$ cat config.mk
export PLATFORM = sky130hd
export DESIGN_NAME = vga_timing_gen
export DESIGN_NICKNAME = d
export VERILOG_FILES = /design/src/rtl/vga_pkg.sv /design/src/rtl/vga_pattern.sv /design/src/rtl/vga_timing_gen.sv
export SDC_FILE = /design/constraint.sdc
export NUM_CORES = 1
export LEC_CHECK = 0
export BUFFER_PORTS_ARGS = -buffer_cell sky130_fd_sc_hd__buf_2
export CAP_MARGIN = 25
export CORE_MARGIN = 2
export CORE_UTILIZATION = 50
export CTS_BUF_LIST = sky130_fd_sc_hd__clkbuf_8
export CTS_CLUSTER_SIZE = 8
export DETAILED_ROUTE_END_ITERATION = 6
export PLACE_DENSITY = 0.76
export SYNTH_ARGS = -nofsm -noshare
export SYNTH_HDL_FRONTEND = slang
export SYNTH_HIERARCHICAL = 1
export SYNTH_SLANG_ARGS = --single-unit
$ cat constraint.sdc
create_clock -name Clock -period 2.95 [get_ports Clock]
set_input_delay 0.59 -clock Clock [delete_from_list [all_inputs] [get_ports Clock]]
set_output_delay 0.59 -clock Clock [all_outputs]
set_load 0.005 [all_outputs]
$ cat src/rtl/vga_pkg.sv
// Shared types and constants for the VGA timing generator: mode encoding,
// default 640x480@60 timing and the colour-bar table.
package vga_pkg;

  typedef enum logic [1:0] {
    MODE_EXT   = 2'd0,
    MODE_BARS  = 2'd1,
    MODE_CHECK = 2'd2,
    MODE_GRAD  = 2'd3
  } mode_t;

  localparam int DEF_H_VISIBLE  = 640;
  localparam int DEF_H_FRONT    = 16;
  localparam int DEF_H_SYNC     = 96;
  localparam int DEF_H_BACK     = 48;
  localparam int DEF_V_VISIBLE  = 480;
  localparam int DEF_V_FRONT    = 10;
  localparam int DEF_V_SYNC     = 2;
  localparam int DEF_V_BACK     = 33;
  localparam int DEF_COLOR_BITS = 4;

  // {R,G,B} on/off per bar, left to right
  function automatic logic [2:0] bar_rgb(input logic [2:0] idx);
    logic [2:0] c;
    case (idx)
      3'd0:    c = 3'b111; // white
      3'd1:    c = 3'b110; // yellow
      3'd2:    c = 3'b011; // cyan
      3'd3:    c = 3'b010; // green
      3'd4:    c = 3'b101; // magenta
      3'd5:    c = 3'b100; // red
      3'd6:    c = 3'b001; // blue
      default: c = 3'b000; // black
    endcase
    return c;
  endfunction

endpackage

$ cat src/rtl/vga_pattern.sv
// Combinational pixel source: picks external RGB or a test pattern for (x,y),
// blanks outside the visible area. VGA_BORDER_EN adds a full-white frame border.
module vga_pattern
  import vga_pkg::*;
#(
  parameter int H_VISIBLE  = DEF_H_VISIBLE,
  parameter int V_VISIBLE  = DEF_V_VISIBLE,
  parameter int COLOR_BITS = DEF_COLOR_BITS,
  parameter int HW         = 10,
  parameter int VW         = 10
) (
  input  mode_t                 mode,
  input  logic [HW-1:0]         x,
  input  logic [VW-1:0]         y,
  input  logic [COLOR_BITS-1:0] ext_r,
  input  logic [COLOR_BITS-1:0] ext_g,
  input  logic [COLOR_BITS-1:0] ext_b,
  output logic                  active,
  output logic [COLOR_BITS-1:0] red,
  output logic [COLOR_BITS-1:0] green,
  output logic [COLOR_BITS-1:0] blue
);

  localparam int BAR_W = H_VISIBLE / 8;
  localparam logic [COLOR_BITS-1:0] FULL = '1;

  logic [HW-1:0]         bar_pos;
  logic [2:0]            bar_idx;
  logic [2:0]            bar_c;
  logic [COLOR_BITS-1:0] grad;
  logic                  border;

  assign active = (x < HW'(H_VISIBLE)) && (y < VW'(V_VISIBLE));

`ifdef VGA_BORDER_EN
  assign border = (x == '0) || (x == HW'(H_VISIBLE - 1)) ||
                  (y == '0) || (y == VW'(V_VISIBLE - 1));
`else
  assign border = 1'b0;
`endif

  always_comb begin
    bar_pos = x / HW'(BAR_W);
    // clamp only matters in blanking, where the output is zeroed anyway
    bar_idx = (bar_pos > HW'(7)) ? 3'd7 : bar_pos[2:0];
    bar_c   = bar_rgb(bar_idx);
    grad    = COLOR_BITS'(x >> 3);
  end

  always_comb begin
    red   = '0;
    green = '0;
    blue  = '0;
    if (active) begin
      if (border) begin
        {red, green, blue} = {3{FULL}};
      end else begin
        case (mode)
          MODE_EXT: begin
            red   = ext_r;
            green = ext_g;
            blue  = ext_b;
          end
          MODE_BARS: begin
            red   = {COLOR_BITS{bar_c[2]}};
            green = {COLOR_BITS{bar_c[1]}};
            blue  = {COLOR_BITS{bar_c[0]}};
          end
          MODE_CHECK: begin
            if (x[5] ^ y[5]) {red, green, blue} = {3{FULL}};
          end
          MODE_GRAD: begin
            red   = grad;
            green = grad;
            blue  = grad;
          end
        endcase
      end
    end
  end

endmodule

$ cat src/rtl/vga_timing_gen.sv
// Parametrised VGA timing generator: X/Y counters, sync generation, frame-latched
// pattern mode and a registered RGB/sync output stage. Optional VGA_BORDER_EN.
module vga_timing_gen
  import vga_pkg::*;
#(
  parameter int H_VISIBLE  = DEF_H_VISIBLE,
  parameter int H_FRONT    = DEF_H_FRONT,
  parameter int H_SYNC     = DEF_H_SYNC,
  parameter int H_BACK     = DEF_H_BACK,
  parameter int V_VISIBLE  = DEF_V_VISIBLE,
  parameter int V_FRONT    = DEF_V_FRONT,
  parameter int V_SYNC     = DEF_V_SYNC,
  parameter int V_BACK     = DEF_V_BACK,
  parameter bit HSYNC_POL  = 1'b0,
  parameter bit VSYNC_POL  = 1'b0,
  parameter int COLOR_BITS = DEF_COLOR_BITS,
  localparam int H_TOTAL   = H_VISIBLE + H_FRONT + H_SYNC + H_BACK,
  localparam int V_TOTAL   = V_VISIBLE + V_FRONT + V_SYNC + V_BACK,
  localparam int HW        = $clog2(H_TOTAL),
  localparam int VW        = $clog2(V_TOTAL)
) (
  input  logic                  Clock,
  input  logic                  Reset,
  input  logic [1:0]            Mode_i,
  input  logic [COLOR_BITS-1:0] Red_i,
  input  logic [COLOR_BITS-1:0] Green_i,
  input  logic [COLOR_BITS-1:0] Blue_i,
  output logic [HW-1:0]         X_o,
  output logic [VW-1:0]         Y_o,
  output logic                  Active_o,
  output logic                  FrameStart_o,
  output logic                  HSync_o,
  output logic                  VSync_o,
  output logic [COLOR_BITS-1:0] Red_o,
  output logic [COLOR_BITS-1:0] Green_o,
  output logic [COLOR_BITS-1:0] Blue_o
);

  localparam int HS_START = H_VISIBLE + H_FRONT;
  localparam int HS_END   = HS_START + H_SYNC - 1;
  localparam int VS_START = V_VISIBLE + V_FRONT;
  localparam int VS_END   = VS_START + V_SYNC - 1;

  logic [HW-1:0]         x;
  logic [VW-1:0]         y;
  logic                  h_last;
  logic                  v_last;
  logic                  frame_start;
  logic                  hs_on;
  logic                  vs_on;
  logic                  active;
  mode_t                 mode_q;
  mode_t                 mode_cur;
  logic [COLOR_BITS-1:0] pat_r;
  logic [COLOR_BITS-1:0] pat_g;
  logic [COLOR_BITS-1:0] pat_b;

  assign h_last      = (x == HW'(H_TOTAL - 1));
  assign v_last      = (y == VW'(V_TOTAL - 1));
  assign frame_start = (x == '0) && (y == '0);
  assign hs_on       = (x >= HW'(HS_START)) && (x <= HW'(HS_END));
  assign vs_on       = (y >= VW'(VS_START)) && (y <= VW'(VS_END));

  always_ff @(posedge Clock or negedge Reset) begin
    if (!Reset) begin
      x <= '0;
      y <= '0;
    end else if (h_last) begin
      x <= '0;
      y <= v_last ? '0 : y + VW'(1);
    end else begin
      x <= x + HW'(1);
    end
  end

  // The (0,0) pixel already uses the newly requested mode; the register holds
  // it for the rest of the frame so mid-frame changes wait for the next frame.
  assign mode_cur = frame_start ? mode_t'(Mode_i) : mode_q;

  always_ff @(posedge Clock or negedge Reset) begin
    if (!Reset)           mode_q <= MODE_EXT;
    else if (frame_start) mode_q <= mode_t'(Mode_i);
  end

  vga_pattern #(
    .H_VISIBLE  (H_VISIBLE),
    .V_VISIBLE  (V_VISIBLE),
    .COLOR_BITS (COLOR_BITS),
    .HW         (HW),
    .VW         (VW)
  ) u_pattern (
    .mode   (mode_cur),
    .x      (x),
    .y      (y),
    .ext_r  (Red_i),
    .ext_g  (Green_i),
    .ext_b  (Blue_i),
    .active (active),
    .red    (pat_r),
    .green  (pat_g),
    .blue   (pat_b)
  );

  // Syncs share the RGB register stage so all five leave on the same edge.
  always_ff @(posedge Clock or negedge Reset) begin
    if (!Reset) begin
      HSync_o <= ~HSYNC_POL;
      VSync_o <= ~VSYNC_POL;
      Red_o   <= '0;
      Green_o <= '0;
      Blue_o  <= '0;
    end else begin
      HSync_o <= hs_on ? HSYNC_POL : ~HSYNC_POL;
      VSync_o <= vs_on ? VSYNC_POL : ~VSYNC_POL;
      Red_o   <= pat_r;
      Green_o <= pat_g;
      Blue_o  <= pat_b;
    end
  end

  assign X_o          = x;
  assign Y_o          = y;
  assign Active_o     = active;
  assign FrameStart_o = frame_start;

endmodule
==> metrics list <==
* Status: finished clean
* #FFs+latches synth: 36
- The clock passes through at most 2 buffers.
- Fill cells: 331
- Path depth of the worst reg2reg path: 8
* Tmin final: 2630 ps
- Counting the buffers created by CTS gives 5.
- Initial standard-cell utilization of the core: 0.528
- Number of setup violations in the final report: 0
* Post-detailed-route DRC marker count: 0
* Final antenna-violating net count: 0
- For the pin with the worst max-slew slack, the measured transition is 777 ps.
- Final Net Count: 281
* Clock tree from TritonCTS: built
- Distinct cell type count after synthesis: 51
- The slowest stage of the critical path belongs to the cell sky130_fd_sc_hd__or4b_1.
- Total nets after synthesis: 226
* Hold bufs inserted after CTS: 0
- Overall global routing resource usage: 0.225
* Number of buffers and inverters on the critical path: 1
* Critical path required time: 3120 ps
- Power spread over the standard cell area amounts to 478 nW/um^2.
- The number of antenna violations at the first check in global routing came to 0.
- STA classifies the critical path endpoint as a register.
- Vias: 1780
- After detailed routing, the average wire length per cell comes to 14.8 microns.
- The first global-routing pass estimated 7.55 mm of wire.
* Area of the die: 4470 sq um
* Worst min path class: input port to async pin
- During I/O placement, the number of pins put on the boundary was 52.
- Kind of cell with the highest combined delay on the critical path: simple AND/OR/NAND/NOR gates
- At the end of routability-driven placement, the weighted congestion stood at 0.794.
- Excluding fillers, the count of instances in the completed layout stands at 309.
- Vert. Die Dim: 66.9 microns
- Async set-reset flop share out of synthesis: 1.00
* RSZ-0062 raised after global routing: no
* Share of post-route cells with drive strength above 1: 0.307
- The tree is rooted in a sky130_fd_sc_hd__clkbuf_8.
* Site row count: 22
- Leaving out fill and tap cells, the most frequent cell in the layout is sky130_fd_sc_hd__buf_2.
* Area of combinational cells with multiple inputs: 985 sq um
- For this run, the number of Yosys warnings is 6.
* Post-DR vias/cell: 5.76
- The final hold violation count was 0.
- Synthesis handed over a netlist of 205 instances.
- Worst Path Arrival: 2800 ps
* Max_cap viols: 0
- After clock tree synthesis, the repair step resized 0 gates.
* Stage delay of the slowest cell on the critical path: 480 ps
- Final TNS setup: 0 ps
* Worst-case headroom to the max-slew limit: 0.482
* Cell area after technology mapping: 1980 sq um
* Largest net degree at the start of global routing: 37
- # diodes: 0
* Leakage Power: 1.14 nW
* Final Routed Wirelength: 4.57 mm
- The first routing iteration left 74 violations.
- The worst setup path is launched from a register.
* Flip-flop and latch area: 903 sq um
- Number of buffer cells added on primary ports: 51
- Across the VDD grid, the largest voltage drop is 238 uV.
- The clock reaches the later pin of the worst-skew pair after 290 ps.
- Before antenna repair, the detailed router went through 5 iterations.
- Die span in x: 66.9 microns
- In this run the number of cells on the critical path is 8.
- Highest Clock Rate: 380 MHz
* Max Slew Vio Count: 0
- Number of sinks driven by the clock tree: 36
* Placed instance count: 301
- The most used flip-flop cell after synthesis is sky130_fd_sc_hd__dfrtp_1.
- CTS HTree Levels: 2
- Via count of the first global-routing pass: 1571
* Layout-stage area growth over the synthesis result: 23.9%
- Placeable core area: 3740 sq um
- Summed over all layers, the global routing overflow is 0.
- Post-synthesis sequential area ratio: 0.457
- Count of flip-flops with a built-in enable after synthesis: 0
- Between clock sinks in the finished design, the worst skew comes to 5.96 ps.
* Crit share post-route: 0.892
* Critical path class: register to register
* Postcts setup bufs: 0
* HPWL after detailed placement: 3.22 mm
- In this run the worst path has a maximum fanout of 12.
- Clock-pin slew was measured on the worst setup and hold paths at 70 ps.
* Leading cell types in the layout, fill and taps excluded: sky130_fd_sc_hd__buf_2 (51), sky130_fd_sc_hd__dfrtp_1 (34), sky130_fd_sc_hd__o21ai_0 (20)
- The critical path goes through inv_1 -> ha_1 -> or4b_1 -> nor3_2 -> mux2_2 -> or2_1 -> o21ai_0 -> o21ai_1.
- A synthesized cell averages 9.64 sq um.
state kept, by name, summed over array words and instances (netlist names):
| signal | count |
|---|---|
| HSync_o | 1 |
| Blue_o | 4 |
| VSync_o | 1 |
| Red_o | 4 |
| X_o | 10 |
| Green_o | 4 |
| Y_o | 10 |
| mode_q | 2 |
path summary, 6_finish.rpt:
path / slack, ps / end / start
worst min-delay path: 370 / Y_o[7] / Reset
min in group Clock: 550 / VSync_o / Y_o[1]
worst max register to register: 320 / Blue_o[3] / X_o[0]
worst min register to register: 550 / VSync_o / Y_o[1]
max in group asynchronous: 2080 / X_o[6] / Reset
worst max-delay path: 320 / Blue_o[3] / X_o[0]
logic make-up (layout without fill, tap and decap cells):
group                      count (synthesis)  after routing  share of synthesized area
AOI/OAI and AO/OA                         61             61                      0.188
DFF                                       36             36                      0.457
and+or+nand+nor                           71             71                      0.213
adders and majority gates                  5              5                     0.0316
muxes                                      3              3                     0.0165
xor gates and xnor gates                  11             11                     0.0487
buffers and inverters                     18             74                     0.0449
stage by stage:
stage	cell area, sq um	setup WS, ps	hold slack, ps	util	power, W
floorplan	1980	437	294	-	0.000546
global placement	2290	408	532	0.612	0.000581
detailed placement	2290	351	542	0.612	0.000583
CTS	2450	320	405	0.654	0.00119
global route	2450	69.9	440	0.654	0.00121
finish	2450	320	373	0.654	0.00117
report_power, final:
group	leakage (nW)	switching (W)	internal (W)	total, W
Combinational	0.624	0.0000358	0.0000258	0.0000617
Clock	0.0784	0.000176	0.000423	0.000598
Sequential	0.442	0.00000291	0.000508	0.000511
Yosys cell counts (2+ instances only):
cell type                  number  area [sq um]
sky130_fd_sc_hd__xor2_1         6          52.6
sky130_fd_sc_hd__and3_1         7          43.8
sky130_fd_sc_hd__o21ai_1        7          35.0
sky130_fd_sc_hd__buf_2          5          25.0
sky130_fd_sc_hd__o22ai_1        2          12.5
sky130_fd_sc_hd__dfrtp_1       34           851
sky130_fd_sc_hd__or4b_1         2          20.0
sky130_fd_sc_hd__nand3_1        9          45.0
sky130_fd_sc_hd__o21ai_0       20           100
sky130_fd_sc_hd__and4_1         2          17.5
sky130_fd_sc_hd__clkbuf_1       3          11.3
sky130_fd_sc_hd__buf_4          2          15.0
sky130_fd_sc_hd__nand2b_1       5          31.3
sky130_fd_sc_hd__mux2_2         2          22.5
sky130_fd_sc_hd__dfstp_2        2          52.6
sky130_fd_sc_hd__and2_1         2          12.5
sky130_fd_sc_hd__nor3_1         6          30.0
sky130_fd_sc_hd__xnor2_1        5          43.8
sky130_fd_sc_hd__ha_1           5          62.6
sky130_fd_sc_hd__nor2_1         8          30.0
sky130_fd_sc_hd__nand4_1        2          12.5
sky130_fd_sc_hd__nor4_1         3          18.8
sky130_fd_sc_hd__inv_1          6          22.5
sky130_fd_sc_hd__a31oi_1        8          50.1
sky130_fd_sc_hd__a21oi_1       13          65.1
sky130_fd_sc_hd__nand2_1       14          52.6
layer usage:
layer | track usage | part of all wire | wire length (microns) | up-vias
met5 | 0 | 0 | 0 | -
met4 | 0.0791 | 0.012 | 53 | 0
met3 | 0.0541 | 0.063 | 286 | 6
met2 | 0.359 | 0.47 | 2130 | 50
met1 | 0.298 | 0.46 | 2110 | 864
li1 | - | - | - | 860
final cells by class:
cell class | instances | area share
multi-input cells | 151 | 0.402
flip-flops and latches | 36 | 0.369
repair buffers | 59 | 0.129
clock inverters | 3 | 0.0368
clock buffers | 5 | 0.0281
well taps | 48 | 0.0245
inverters | 7 | 0.0107
Power figures use the tool's default switching activity.
